`src/rtl/uart_rx_cfg.sv`:
```
// uart_rx_cfg: configurable UART receiver (5-9 data bits, LSB first,
// optional even/odd parity, 1 or 2 stop bits). Reports parity error,
// framing error and break per word, rejects start-bit glitches, and after
// a framing error waits for the line to go idle before re-arming.
`timescale 1ns/1ps
module uart_rx_cfg #(
   parameter int CLKS_PER_BIT = 3603,
   parameter int DATA_BITS    = 8,
   parameter int PARITY_MODE  = 0,
   parameter int STOP_BITS    = 1
) (
   input  logic                 i_Clock,
   input  logic                 i_Reset_n,
   input  logic                 i_Rx_Serial,
   output logic                 o_Rx_DV,
   output logic [DATA_BITS-1:0] o_Rx_Data,
   output logic                 o_Parity_Err,
   output logic                 o_Frame_Err,
   output logic                 o_Break,
   output logic                 o_Busy
);

   localparam int CW = $clog2(CLKS_PER_BIT);
   localparam int IW = $clog2(DATA_BITS);
   localparam logic [CW-1:0] CNT_LAST = CW'(CLKS_PER_BIT - 1);
   localparam logic [CW-1:0] CNT_HALF = CW'((CLKS_PER_BIT - 1) / 2);
   localparam logic [IW-1:0] IDX_LAST = IW'(DATA_BITS - 1);
   localparam logic          STOP_LAST = 1'(STOP_BITS - 1);

   localparam logic [2:0] ST_IDLE    = 3'd0;
   localparam logic [2:0] ST_START   = 3'd1;
   localparam logic [2:0] ST_DATA    = 3'd2;
   localparam logic [2:0] ST_PARITY  = 3'd3;
   localparam logic [2:0] ST_STOP    = 3'd4;
   localparam logic [2:0] ST_DONE    = 3'd5;
   localparam logic [2:0] ST_WAIT_HI = 3'd6;

   generate
      if (CLKS_PER_BIT < 4 || DATA_BITS < 5 || DATA_BITS > 9 ||
          PARITY_MODE < 0 || PARITY_MODE > 2 || STOP_BITS < 1 || STOP_BITS > 2) begin : g_bad_cfg
         $error("uart_rx_cfg: illegal CLKS_PER_BIT / DATA_BITS / PARITY_MODE / STOP_BITS");
      end
   endgenerate

   // XOR-reduction of the data word; 1 when it holds an odd number of ones.
   function automatic logic odd_ones(input logic [DATA_BITS-1:0] d);
      return ^d;
   endfunction

   logic                 rx_meta_r;
   logic                 rx_s;
   logic [2:0]           state_r,  state_nx_s;
   logic [CW-1:0]        cnt_r,    cnt_nx_s;
   logic [IW-1:0]        idx_r,    idx_nx_s;
   logic                 stop_r,   stop_nx_s;
   logic [DATA_BITS-1:0] shift_r,  shift_nx_s;
   logic                 pbit_r,   pbit_nx_s;
   logic                 ferr_r,   ferr_nx_s;
   logic                 high_r,   high_nx_s;   // any data/parity/stop sample was 1
   logic                 bit_tick_s;
   logic                 perr_s;

   assign bit_tick_s = (cnt_r == CNT_LAST);
   assign perr_s = (PARITY_MODE != 0) ?
                   ((odd_ones(shift_nx_s) ^ pbit_nx_s) != (PARITY_MODE == 2)) : 1'b0;

   // Two-flop synchroniser for the asynchronous serial line (idles high).
   always_ff @(posedge i_Clock or negedge i_Reset_n) begin
      if (!i_Reset_n) begin
         rx_meta_r <= 1'b1;
         rx_s      <= 1'b1;
      end else begin
         rx_meta_r <= i_Rx_Serial;
         rx_s      <= rx_meta_r;
      end
   end

   // Next-state and sample-accumulation logic of the frame FSM.
   always_comb begin
      state_nx_s = state_r;
      cnt_nx_s   = cnt_r;
      idx_nx_s   = idx_r;
      stop_nx_s  = stop_r;
      shift_nx_s = shift_r;
      pbit_nx_s  = pbit_r;
      ferr_nx_s  = ferr_r;
      high_nx_s  = high_r;
      case (state_r)
         ST_IDLE: begin
            cnt_nx_s  = '0;
            idx_nx_s  = '0;
            stop_nx_s = 1'b0;
            if (!rx_s) begin
               state_nx_s = ST_START;
            end else begin
               state_nx_s = ST_IDLE;
            end
         end
         ST_START: begin
            if (cnt_r == CNT_HALF) begin
               cnt_nx_s = '0;
               if (rx_s) begin
                  state_nx_s = ST_IDLE;          // glitch: not a real start bit
               end else begin
                  state_nx_s = ST_DATA;
                  shift_nx_s = '0;
                  pbit_nx_s  = 1'b0;
                  ferr_nx_s  = 1'b0;
                  high_nx_s  = 1'b0;
               end
            end else begin
               cnt_nx_s = cnt_r + CW'(1);
            end
         end
         ST_DATA: begin
            if (bit_tick_s) begin
               cnt_nx_s           = '0;
               shift_nx_s[idx_r]  = rx_s;
               high_nx_s          = high_r | rx_s;
               if (idx_r == IDX_LAST) begin
                  idx_nx_s   = '0;
                  state_nx_s = (PARITY_MODE != 0) ? ST_PARITY : ST_STOP;
               end else begin
                  idx_nx_s = idx_r + IW'(1);
               end
            end else begin
               cnt_nx_s = cnt_r + CW'(1);
            end
         end
         ST_PARITY: begin
            if (bit_tick_s) begin
               cnt_nx_s   = '0;
               pbit_nx_s  = rx_s;
               high_nx_s  = high_r | rx_s;
               state_nx_s = ST_STOP;
            end else begin
               cnt_nx_s = cnt_r + CW'(1);
            end
         end
         ST_STOP: begin
            if (bit_tick_s) begin
               cnt_nx_s  = '0;
               high_nx_s = high_r | rx_s;
               ferr_nx_s = ferr_r | ~rx_s;
               if (stop_r == STOP_LAST) begin
                  stop_nx_s  = 1'b0;
                  state_nx_s = ST_DONE;
               end else begin
                  stop_nx_s = 1'b1;
               end
            end else begin
               cnt_nx_s = cnt_r + CW'(1);
            end
         end
         ST_DONE: begin
            if (ferr_r) begin
               state_nx_s = ST_WAIT_HI;          // line may be held low: wait for idle
            end else begin
               state_nx_s = ST_IDLE;
            end
         end
         ST_WAIT_HI: begin
            if (rx_s) begin
               state_nx_s = ST_IDLE;
            end else begin
               state_nx_s = ST_WAIT_HI;
            end
         end
         default: begin
            state_nx_s = ST_IDLE;
            cnt_nx_s   = '0;
            idx_nx_s   = '0;
            stop_nx_s  = 1'b0;
         end
      endcase
   end

   // FSM state, bit-timing counter and sample registers.
   always_ff @(posedge i_Clock or negedge i_Reset_n) begin
      if (!i_Reset_n) begin
         state_r <= ST_IDLE;
         cnt_r   <= '0;
         idx_r   <= '0;
         stop_r  <= 1'b0;
         shift_r <= '0;
         pbit_r  <= 1'b0;
         ferr_r  <= 1'b0;
         high_r  <= 1'b0;
      end else begin
         state_r <= state_nx_s;
         cnt_r   <= cnt_nx_s;
         idx_r   <= idx_nx_s;
         stop_r  <= stop_nx_s;
         shift_r <= shift_nx_s;
         pbit_r  <= pbit_nx_s;
         ferr_r  <= ferr_nx_s;
         high_r  <= high_nx_s;
      end
   end

   // Registered outputs: word and status load together with the DV pulse.
   always_ff @(posedge i_Clock or negedge i_Reset_n) begin
      if (!i_Reset_n) begin
         o_Rx_DV      <= 1'b0;
         o_Rx_Data    <= '0;
         o_Parity_Err <= 1'b0;
         o_Frame_Err  <= 1'b0;
         o_Break      <= 1'b0;
         o_Busy       <= 1'b0;
      end else begin
         o_Busy <= (state_nx_s != ST_IDLE);
         if (state_nx_s == ST_DONE) begin
            o_Rx_DV      <= 1'b1;
            o_Rx_Data    <= shift_nx_s;
            o_Parity_Err <= perr_s;
            o_Frame_Err  <= ferr_nx_s;
            o_Break      <= ~high_nx_s;
         end else begin
            o_Rx_DV <= 1'b0;
         end
      end
   end

endmodule

```
`config.mk`:
```
export PLATFORM = sky130hd
export DESIGN_NAME = uart_rx_cfg
export DESIGN_NICKNAME = d
export VERILOG_FILES = /design/src/rtl/uart_rx_cfg.sv
export SDC_FILE = /design/constraint.sdc
export NUM_CORES = 1
export LEC_CHECK = 0
export BUFFER_PORTS_ARGS = -buffer_cell sky130_fd_sc_hd__clkbuf_2
export CORE_MARGIN = 2
export CORE_UTILIZATION = 56
export CTS_CLUSTER_DIAMETER = 60
export DETAILED_ROUTE_END_ITERATION = 10
export PLACE_DENSITY = 0.75
export SYNTH_ARGS = -nofsm -noshare
export SYNTH_HDL_FRONTEND = slang
export SYNTH_SLANG_ARGS = --single-unit
```
`constraint.sdc`:
```
create_clock -name i_Clock -period 3.25 [get_ports i_Clock]
set_input_delay 0.1625 -clock i_Clock [delete_from_list [all_inputs] [get_ports i_Clock]]
set_output_delay 0.1625 -clock i_Clock [all_outputs]
set_load 0.005 [all_outputs]
```
# After elaboration in Yosys (flattened, before gate mapping)
# Cells that the tools add are included.
totals:
  output_inout_bits: 13
  word_cells: 81
  reg_bits: 43
op_classes:
  add_sub_neg: 2
  muxes: 36
  n_eq_ne: 12
  reduce_logical: 9
  bitwise_logic: 6
  n_lt_le_gt_ge: 2
op_table:
  columns: ["op", "n"]
  rows:
  - ["one-hot mux 12 bit (3 select lines)", 1]
  - ["2-to-1 mux 3 bit", 10]
  - ["2-to-1 mux 12 bit", 2]
  - ["2-to-1 mux 8 bit", 3]
  - ["one-hot mux 3 bit (7 select lines)", 1]
  - ["one-hot mux 8 bit (2 select lines)", 1]
  - ["== test 3 bit, second input constant", 5]
  - ["adder 12 x 1 -> 12 bit, second input constant", 1]
  - ["== test 12 x 11 -> 1 bit, second input constant", 1]
  - ["== test 12 bit, second input constant", 1]
  - ["2-to-1 mux 1 bit", 11]
  - ["OR reduction 5 bit", 2]
  - ["bitwise mux 8 bit", 1]
  - ["== test 3 x 2 -> 1 bit, second input constant", 2]
  - ["one-hot mux 1 bit (2 select lines)", 3]
  - ["one-hot mux 3 bit (2 select lines)", 1]
  - ["< comparator 3 x 4 -> 1 bit, second input constant", 1]
  - ["!= test 2 bit, second input constant", 2]
  - ["inverter 1 bit", 4]
  - ["AND reduction 2 bit", 2]
  - ["adder 3 x 1 -> 3 bit, second input constant", 1]
  - ["demux 1 bit (select 3 bit)", 1]
  - ["== test 3 x 1 -> 1 bit, second input constant", 1]
  - [">= comparator 3 x 1 -> 1 bit, second input constant", 1]
  - ["7 further kinds", 8]

# Logic depth before layout (Yosys ltp)
# Gate-level depths: netlist (run 1).
depth:
  ltp_word: 7
  mapped_depth: 9
  mapped_depth_nobuf: 7

# Least setup slack after synthesis (run 1)
# No wires, ideal clock.
synth_path:
  path_type: "reg-to-reg"
  from: "register cnt_r[5]"
  to: "register o_Rx_Data[2]"
  stages_incl_launch_ff: 8
  setup_ps: 125
  t_required_ps: 3125
  slack_ps: 617
  arrival_ps: 2508
  cell_sequence: "dfrtp_1 or4b_1 buf_2 or4_1 buf_2 or3_4 buf_6 mux2_4"
synth_between:
  elab_chain_cells: 4
  word_cells_on_any_way: 11
  classes_between: "eq/ne (3); mux (8)"
synth_lines:
  columns: ["element", "line_no", "source"]
  rows:
  - ["start: declaration", "53", "logic [CW-1:0] cnt_r, cnt_nx_s;"]
  - ["start signal: assignment", "191", "cnt_r <= cnt_nx_s;"]
  - ["== test 12 bit / == test 12 x 11 -> 1 bit (equally long branches)", "63, 100", null]
  - ["2-to-1 mux 3 bit (on tied branches)", null, null]
  - ["one-hot mux 3 bit (7 select lines)", "88", "case (state_r)"]
  - ["== test 3 bit", "212", "if (state_nx_s == ST_DONE) begin"]
  - ["end signal: assignment", "214", "o_Rx_Data <= shift_nx_s;"]
  - ["end: declaration", "16", "output logic [DATA_BITS-1:0] o_Rx_Data,"]
# Parallel ways exist; a longest one is shown, timed or not.
# A chain may end at the register's enable or synchronous reset.

# Worst setup path after layout (run 1)
layout_path:
  from: "register cnt_r[5]"
  to: "register o_Break"
layout_between:
  elab_chain_cells: 4
  word_cells_on_any_way: 12
  classes_between: "eq/ne (3); mux (8); bitwise (1)"
layout_lines:
  columns: ["element", "line_no", "source"]
  rows:
  - ["== test 12 bit / == test 12 x 11 -> 1 bit (equally long branches)", "63, 100", null]
  - ["2-to-1 mux 3 bit, or another cell as far along", "141", "if (bit_tick_s) begin"]
  - ["one-hot mux 3 bit (7 select lines) / one-hot mux 1 bit (2 select lines) (equally long branches)", "88", null]
  - ["== test 3 bit / inverter 1 bit (equally long branches)", "212, 217", null]
  - ["end signal: assignment", "217", "o_Break <= ~high_nx_s;"]
  - ["end: declaration", "19", "output logic o_Break,"]
# Parallel ways exist; a longest one is shown, timed or not.

==> results_dict.tcl, run 1 <==
set metrics [dict create \
    outcome "finished clean" \
    drt-total-wl_mm 4.47 \
    viasPerCell 5.97 \
    switching_power_uw 191 \
    drtPass1Iterations 4 \
    crit_end "o_Break" \
    rsz0062_at_grt "no" \
    fmax_mhz 356 \
    comb_power_share 0.015 \
    n_antenna_cell 0 \
    drv_cap 0 \
    portBuffers 14 \
    dp.final_hpwl_mm 3.07 \
    slew-limit-headroom 0.310 \
    layout_min_cycle_time_ns 2.81 \
    drt_iter0_drc 160 \
    gp_congestion 0.900 \
    via_count 1726 \
    r2r_end "o_Break" \
    finalHoldViolations 0 \
    fin_crit_sh 0.865 \
    area_delta_synth_final_pct 8.08 \
    cts.repair.resized 0 \
    yosysWarnings 0 \
    die_area_mm2 0.00453 \
    worstMarginPinSlew_ns 1.03 \
    setup_viol 0 \
    remaining_drc_errors 0 \
    rr_startpoint "cnt_r[5]" \
    worst_setup_path_end_kind "flop" \
    synth_edf_count 0 \
    seq_area_mm2 0.00108 \
    cts_buffer_depth 2 \
    die_h_um 67.3 \
    post_cts_buffers 0 \
    share_seq_of_total_power 0.612 \
    grt_usage 0.217 \
    syn_inst 227 \
    power-per-cell-area_mw_per_mm2 363 \
    cp_max_fo 13 \
    h-tree-depth 2 \
    ys_seq_area_frac 0.480 \
    ff2ff_setup_slack_ns 0.44 \
    syn-num-nets 235 \
    worst_slack_ns 0.440 \
    die_w_um 67.3 \
    worst_setup_path_start_kind "flop" \
    cp.arrival_ns 3.00 \
    cts_tree "yes" \
    worstSetupStartpoint "cnt_r[5]" \
    power.share.clock 0.373 \
    synth_area_mm2 0.00225 \
    slew_violations 0 \
    nets 246 \
    dp_slack_ns 0.449 \
    avgSynthCellArea_um2 9.89 \
    grt_pass1_vias 1536 \
    synth_ff_type "dfrtp_1" \
    final_layout_size_suffix_gt1_frac 0.151 \
    multiInputGateArea_mm2 0.00109 \
    grt_pass1_wl_mm 7.35 \
    ant_nets 0 \
    cts_buffers 5 \
    criticalPathCategory "flop to flop" \
    clock_skew_ns 0.0127 \
    ctsRootBufferMaster "clkbuf_8" \
    wl_per_cell_um 15.5 \
    cp.required_ns 3.44 \
    cts.sinks 43 \
    fillers 343 \
    p_sw_frac 0.216 \
    power.static_leakage_nw 1.12 \
    holdBufCountCts 1 \
    synth_seq_cells 43 \
    r2r_cells 5 \
    antenna_found_initial 0 \
    hp-class "input port to async pin" \
    grt_overflow 0 \
    fp.coreArea_mm2 0.00394 \
    io_pins 16 \
    initial_core_util 0.570 \
    grt_max_degree 44 \
    internal_power_uw 691 \
    tns_ns 0 \
    clk_latency_ns 0.30 \
    dpl.cell_count 280 \
    synth.distinct_cells 51 \
    ir_worst_vdd_mv 0.268 \
    hold_ws_ns 0.0241 \
    final_cells 289 \
    synthArstFlopShare 1.00 \
    clk_pin_slew_ns 0.08 \
    core.rowCount 23 \
]
-- sequential cells by signal, indices dropped and copies added (netlist names) --
register     flops
rx_meta_r        1
stop_r           1
cnt_r           12
state_r          3
o_Rx_DV          1
rx_s             1
idx_r            3
o_Frame_Err      1
ferr_r           1
o_Rx_Data        8
high_r           1
o_Break          1
o_Busy           1
shift_r          8
-- worst min-delay path by stage --
stage,slack (ns),depth (start not counted),endpoint
after detailed placement,0.25,1,rx_meta_r
after global routing,0.13,1,o_Rx_Data[3]
final,0.02,1,shift_r[4]
after global placement,0.25,1,rx_meta_r
after CTS,0.07,1,o_Rx_Data[3]
after floorplan,-0.13,0,cnt_r[0]
-- logic make-up (layout without fill, tap and decap cells) --
| group | count (synthesis) | in the layout | share of synthesized area |
|---|---|---|---|
| buffers and inverters | 17 | 29 | 0.0345 |
| DFF | 43 | 43 | 0.480 |
| muxes | 9 | 9 | 0.0529 |
| AOI/OAI and AO/OA | 60 | 60 | 0.179 |
| and+or+nand+nor | 86 | 86 | 0.200 |
| adders and majority gates | 6 | 6 | 0.0323 |
| xor gates and xnor gates | 5 | 5 | 0.0195 |
| other | 1 | 1 | 0.00167 |
-- critical path, stage by stage (launching register included) --
cell	delay [ns]
dfrtp_1	0.43
or4b_1	0.65
or4_1	0.66
or3_4	0.52
inv_1	0.11
mux2_2	0.33
-- synth_stat cells (3+ instances only) --
| cell type | n | area share |
|---|---|---|
| and2_1 | 3 | 0.0084 |
| nand2b_1 | 6 | 0.017 |
| nor2b_1 | 4 | 0.011 |
| a21o_1 | 3 | 0.010 |
| a21oi_1 | 7 | 0.016 |
| xor2_1 | 3 | 0.012 |
| nand3_1 | 9 | 0.020 |
| o311ai_0 | 7 | 0.027 |
| clkbuf_1 | 7 | 0.012 |
| o31ai_1 | 4 | 0.013 |
| ha_1 | 5 | 0.028 |
| nand3b_1 | 3 | 0.010 |
| mux2_2 | 3 | 0.015 |
| o21ai_0 | 17 | 0.038 |
| dfrtp_1 | 41 | 0.46 |
| nand2_1 | 23 | 0.038 |
| o22ai_1 | 3 | 0.0084 |
| o211ai_1 | 7 | 0.023 |
| nor2_1 | 19 | 0.032 |
| and3_1 | 6 | 0.017 |
| inv_1 | 4 | 0.0067 |
| mux2_4 | 5 | 0.033 |
-- metal layers --
metal | routed length, µm | global-route usage
met5 | 0 | 0
met4 | 70 | 0.0842
met3 | 219 | 0.0417
met2 | 1970 | 0.311
met1 | 2210 | 0.325
-- cell type report --
class                      instances  area share
inverter                           4     0.00619
multi-input combinational        167       0.449
clock buffer                       6      0.0299
clock inverter                     2     0.00567
timing repair buffer              17      0.0392
sequential                        43       0.444
tap                               50      0.0258
-- power by group through the flow --
stage	clock [mW]	sequential, mW	combinational (mW)
after floorplan	0	0.548	0.00380
after global placement	0	0.550	0.0134
after detailed placement	0	0.550	0.0136
after CTS	0.339	0.539	0.0144
after global routing	0.362	0.539	0.0165
final	0.329	0.539	0.0136
-- through the flow --
step / power (mW) / utilization / cell area (µm²)
detailed placement: 0.563 / 0.591 / 2330
global route: 0.918 / 0.616 / 2430
finish: 0.881 / 0.616 / 2430
floorplan: 0.552 / - / 2250
CTS: 0.892 / 0.616 / 2430
global placement: 0.563 / 0.591 / 2330
-- layout by cell type, fill, tap and decap left out, drive strengths merged, types with 3 or more instances in the layout --
master	instances
o21ai	17
nor2	19
nand3b	3
o31ai	4
xor2	3
o211ai	7
clkbuf	20
nor2b	4
nand2b	6
a21o	3
nand3	9
ha	5
mux2	8
a21oi	7
and3	6
o22ai	3
o311ai	7
nand2	23
inv	4
and2	3
dfrtp	41
No activity file was read; power rests on OpenSTA's default activity.
==> inputs of run 2 (changes only) <==
- GPL_TIMING_DRIVEN: unset -> 0
- clock period: 3.25 -> 3.3 ns (I/O delays scaled with it)
==> results_dict.tcl, run 2 (synthesis results as in run 1) <==
set metrics [dict create \
    outcome "finished clean" \
    cts_buffers 5 \
    setup_viol 0 \
    nets 257 \
    ctsRootBufferMaster "clkbuf_8" \
    r2r_cells 6 \
    slew-limit-headroom 0.289 \
    drtPass1Iterations 4 \
    hold_ws_ns 0.0322 \
    post-route-util 0.627 \
    criticalPathCategory "flop to flop" \
    initial_core_util 0.570 \
    clk_pin_slew_ns 0.08 \
    wl_per_cell_um 15.8 \
    dp_slack_ns 0.331 \
    layout_common_cells "dfrtp_1 (41), nand2_1 (23), nor2_1 (19)" \
    ir_worst_vdd_mv 0.197 \
    drt-total-wl_mm 4.73 \
    finalHoldViolations 0 \
    worst_setup_path_start_kind "flop" \
    worstMarginPinSlew_ns 1.06 \
    dp.final_hpwl_mm 3.27 \
    grt_pass1_vias 1648 \
    final_layout_size_suffix_gt1_frac 0.152 \
    cts.sinks 43 \
    io_pins 16 \
    layout_commonest_cell "dfrtp_1" \
    grt_usage 0.233 \
    portBuffers 14 \
    p_total_uw 871 \
    cp.arrival_ns 3.26 \
    worst_slack_ns 0.231 \
    clock_skew_ns 0.00423 \
    power.static_leakage_nw 1.13 \
    tns_ns 0 \
    ant_nets 0 \
    die_area_mm2 0.00453 \
    layout_min_cycle_time_ns 3.07 \
    fillers 346 \
    clk_latency_ns 0.30 \
    remaining_drc_errors 0 \
    h-tree-depth 2 \
    rr_startpoint "cnt_r[5]" \
    ff2ff_setup_slack_ns 0.23 \
    largest_reg_flops 12 \
    r2r_end "shift_r[7]" \
    placed_cell_area_mm2 0.00238 \
    grt_max_degree 44 \
    n_antenna_cell 0 \
    slew_violations 0 \
    crit_end "shift_r[7]" \
    dpl.cell_count 291 \
    final_cell_area_mm2 0.00247 \
    grt_pass1_wl_mm 7.88 \
    grt_overflow 0 \
    final_cells 300 \
    hp-class "input port to async pin" \
    multiInputGateArea_mm2 0.00109 \
    rsz0062_at_grt "no" \
    seq_area_mm2 0.00108 \
    drv_cap 0 \
    top_register "cnt_r" \
    fin_crit_sh 0.930 \
    cts_tree "yes" \
    die_w_um 67.3 \
    cp.required_ns 3.50 \
    worstSetupStartpoint "cnt_r[5]" \
    via_count 1829 \
    cts_buffer_depth 2 \
    drt_iter0_drc 129 \
    core.rowCount 23 \
    gp_congestion 0.853 \
    fmax_mhz 326 \
    biggestRegsByFlops "cnt_r: 12 flops, o_Rx_Data: 8 flops, shift_r: 8 flops" \
    power-per-cell-area_mw_per_mm2 352 \
    die_h_um 67.3 \
    cp_max_fo 10 \
    antenna_found_initial 0 \
    fp.coreArea_mm2 0.00394 \
    area_delta_synth_final_pct 10.1 \
    viasPerCell 6.10 \
    worst_setup_path_end_kind "flop" \
]
[run 2: area by class of cell]
class                      instances  share of cell area
multi-input combinational        167               0.441
sequential                        43               0.436
timing repair buffer              15              0.0324
clock buffer                       6              0.0293
buffer                            13              0.0253
tap                               50              0.0253
inverter                           4             0.00607
clock inverter                     2             0.00506
[run 2: critical path: stages, from the launching register on]
cell	delay (ns)
dfrtp_1	0.43
or4b_1	0.54
buf_2	0.18
nor4_1	0.86
nand2_1	0.48
a21o_1	0.28
a32o_1	0.19
[run 2: what timing repair did]
action | in CTS | in global routing
buffers inserted | 0 | 0
hold endpoints to repair | 1 | 0
hold buffers | 1 | 0
gates resized for setup | 0 | 0
[run 2: power breakdown]
part | switching, mW | internal (mW) | leakage (nW)
registers | 0.000625 | 0.529 | 0.574
logic | 0.0134 | 0.00323 | 0.519
clock network | 0.178 | 0.148 | 0.0412
total | 0.192 | 0.680 | 1.13
[run 2: how the worst min path moves through the flow]
stage	to	slack, ns	cells after the start	from
after global placement	rx_meta_r	0.25	1	i_Rx_Serial
after detailed placement	rx_meta_r	0.25	1	i_Rx_Serial
after global routing	o_Rx_Data[2]	0.13	1	i_Reset_n
final	o_Rx_Data[2]	0.03	1	i_Reset_n
after CTS	o_Rx_Data[7]	0.07	1	i_Reset_n
after floorplan	cnt_r[0]	-0.13	0	i_Reset_n
[run 2: metal layers]
metal / share of wire / track usage / up-vias
met4: 0.017 / 0.0969 / 0
met5: 0 / 0 / -
met3: 0.037 / 0.0350 / 8
li1: - / - / 879
met2: 0.45 / 0.349 / 46
met1: 0.49 / 0.338 / 896
==> inputs of run 3 (changes only) <==
- ABC_AREA: unset -> 1
- PLACE_DENSITY: 0.75 -> 0.74
==> results_dict.tcl, run 3 <==
set metrics [dict create \
    layout_commonest_cell "nand2_1" \
    drt-total-wl_mm 5.15 \
    biggestRegsByFlops "cnt_r: 12 flops, o_Rx_Data: 8 flops, shift_r: 8 flops" \
    layout_common_cells "nand2_1 (123), nand3_1 (55), dfrtp_1 (41)" \
    synth_seq_cells 43 \
    grt_pass1_wl_mm 9.21 \
    power-per-cell-area_mw_per_mm2 372 \
    critical-path-slowest-cell "dfrtp_1" \
    area_delta_synth_final_pct 11.3 \
    synth_top_cell_by_area "dfrtp_1" \
    grt_usage 0.228 \
    fmax_mhz 559 \
    initial_core_util 0.577 \
    cp_num_buf_inv 1 \
    gp_congestion 0.909 \
    n_antenna_cell 0 \
    final_layout_size_suffix_gt1_frac 0.118 \
    crit_chain "inv_1 -> ha_1 -> nand2_1 -> nor2_1 -> nand3_2 -> nand2_1 -> nand2_1 -> nor2_4 -> nor2_1" \
    comb_power_share 0.015 \
    wl_per_cell_um 12.1 \
    syn-num-nets 359 \
    h-tree-depth 2 \
    cts_buffer_depth 2 \
    drtPass1Iterations 4 \
    hp-class "input port to async pin" \
    antenna_found_initial 0 \
    setup_viol 0 \
    synthTopCellsByCount "nand2_1 (123), nand3_1 (55), dfrtp_1 (41)" \
    cts.sinks 43 \
    fin_crit_sh 0.542 \
    share_seq_of_total_power 0.513 \
    slew_violations 0 \
    clk_latency_ns 0.30 \
    dp.final_hpwl_mm 3.71 \
    power.share.clock 0.472 \
    cp.arrival_ns 1.96 \
    synth_ff_type "dfrtp_1" \
    worstSetupStartpoint "cnt_r[0]" \
    p_sw_frac 0.193 \
    post_cts_buffers 0 \
    cts_buffers 5 \
    synth_most_common_cell "nand2_1" \
    internal_power_uw 833 \
    tns_ns 0 \
    rr_startpoint "cnt_r[0]" \
    worst_setup_path_start_kind "flop" \
    cp_top_family "simple AND/OR/NAND/NOR gates" \
    synthArstFlopShare 1.00 \
    yosysWarnings 0 \
    worst_setup_path_end_kind "flop" \
    power.static_leakage_nw 1.48 \
    synth_top_area_share 0.411 \
    die_w_um 70.7 \
    avgSynthCellArea_um2 7.11 \
    remaining_drc_errors 0 \
    ctsRootBufferMaster "clkbuf_8" \
    core.rowCount 24 \
    nets 381 \
    grt_max_degree 44 \
    r2r_cells 9 \
    crit_top_cell "nand2_1" \
    io_pins 16 \
    drt_iter0_drc 144 \
    grt_overflow 0 \
    cp_max_fo 10 \
    critical-path-max-stage-delay_ns 0.42 \
    ir_worst_vdd_mv 0.278 \
    ys_seq_area_frac 0.432 \
    grt_pass1_vias 2108 \
    criticalPathCategory "flop to flop" \
    slew-limit-headroom 0.297 \
    cp.depth 9 \
    placed_cell_area_mm2 0.00263 \
    clock_skew_ns 0.00857 \
    top_register "cnt_r" \
    seq_area_mm2 0.00108 \
    worstMarginPinSlew_ns 1.05 \
    synth_area_leaders "dfrtp_1 (41%), nand2_1 (19%), nand3_1 (11%)" \
    finalHoldViolations 0 \
    layout_min_cycle_time_ns 1.79 \
    via_count 2244 \
    drv_cap 0 \
    synth_area_mm2 0.00249 \
    largest_reg_flops 12 \
    rsz0062_at_grt "no" \
    viasPerCell 5.27 \
    synth.distinct_cells 29 \
    final_cell_area_mm2 0.00278 \
    outcome "finished clean" \
    ant_nets 0 \
    die_area_mm2 0.00500 \
    cts_tree "yes" \
    portBuffers 14 \
    multiInputGateArea_mm2 0.00121 \
    fp.coreArea_mm2 0.00432 \
    die_h_um 70.7 \
    clk_pin_slew_ns 0.08 \
    fillers 397 \
    switching_power_uw 199 \
    cp.required_ns 3.47 \
    syn_inst 351 \
    synth_edf_count 0 \
]
run 3: cell count changes after synthesis, moves of 5 or more:
cell,previous run,this run
inv_2,0,5
o311ai_0,7,0
inv_1,4,39
o211ai_1,7,0
nor2_1,19,39
nand2_1,23,123
a21oi_1,7,0
and3_1,6,1
mux2_4,5,0
clkbuf_1,7,1
nand2b_1,6,0
nand3_1,9,55
run 3: routing by layer:
layer	wire length (µm)	vias to the layer above	GRT usage	share of wire
li1	-	1143	-	-
met1	2460	1032	0.323	0.48
met2	2300	60	0.358	0.45
met3	288	9	0.0385	0.056
met4	93	0	0.0755	0.018
met5	0	-	0	0
run 3: repair_timing:
item                                   4_1_cts  5_1_grt
endpoints found under the hold margin        1        0
hold buffers                                 1        0
gates resized for setup                      0        0
setup endpoints to repair                    0        0
run 3: area by class of cell:
class                      instances  area share
clock buffer                       5      0.0248
timing repair buffer              15      0.0288
sequential                        43       0.388
inverter                          45      0.0608
clock inverter                     3      0.0243
multi-input combinational        257       0.435
buffer                             6      0.0140
tap                               52      0.0234
run 3: cells by family after synthesis:
family                     after synthesis  synth area share
xor gates and xnor gates                 3            0.0105
DFF                                     43             0.432
buffers and inverters                   51            0.0832
adders and majority gates                5            0.0251
other                                    1           0.00150
and+or+nand+nor                        231             0.406
AOI/OAI and AO/OA                       17            0.0416
run 3: power by group through the flow:
stage	Clock, mW	Combinational [mW]	Sequential [mW]
after global placement	0	0.0154	0.540
final	0.487	0.0156	0.530
after global routing	0.512	0.0189	0.530
after detailed placement	0	0.0155	0.540
after floorplan	0	0.00329	0.540
after CTS	0.493	0.0165	0.530
run 3: worst paths after layout:
kind,endpoint,slack (ns)
setup / recovery,cnt_r[9],1.51
hold / removal,cnt_r[11],0.05
setup reg to reg,cnt_r[9],1.51
hold reg to reg,rx_s,0.36
max in group asynchronous,state_r[1],2.62
min in group i_Clock,rx_s,0.36
run 3: worst reg2reg max path, stage by stage, from the launching register on:
cell and delay [ns]:
dfrtp_1 0.42, inv_1 0.10, ha_1 0.22, nand2_1 0.07, nor2_1 0.12, nand3_2 0.15
nand2_1 0.11, nand2_1 0.13, nor2_4 0.26, nor2_1 0.09
run 3: through the flow:
| stage | std cells | power [mW] | util | setup WS (ns) | hold WS (ns) |
|---|---|---|---|---|---|
| finish | 426 | 1.03 | 0.642 | 1.51 | 0.0454 |
| global route | 426 | 1.06 | 0.642 | 1.35 | 0.159 |
| CTS | 426 | 1.04 | 0.642 | 1.52 | 0.0809 |
| detailed placement | 417 | 0.556 | 0.608 | 1.53 | 0.255 |
| global placement | 417 | 0.555 | 0.608 | 1.56 | 0.255 |
| floorplan | 351 | 0.543 | - | 1.83 | -0.131 |
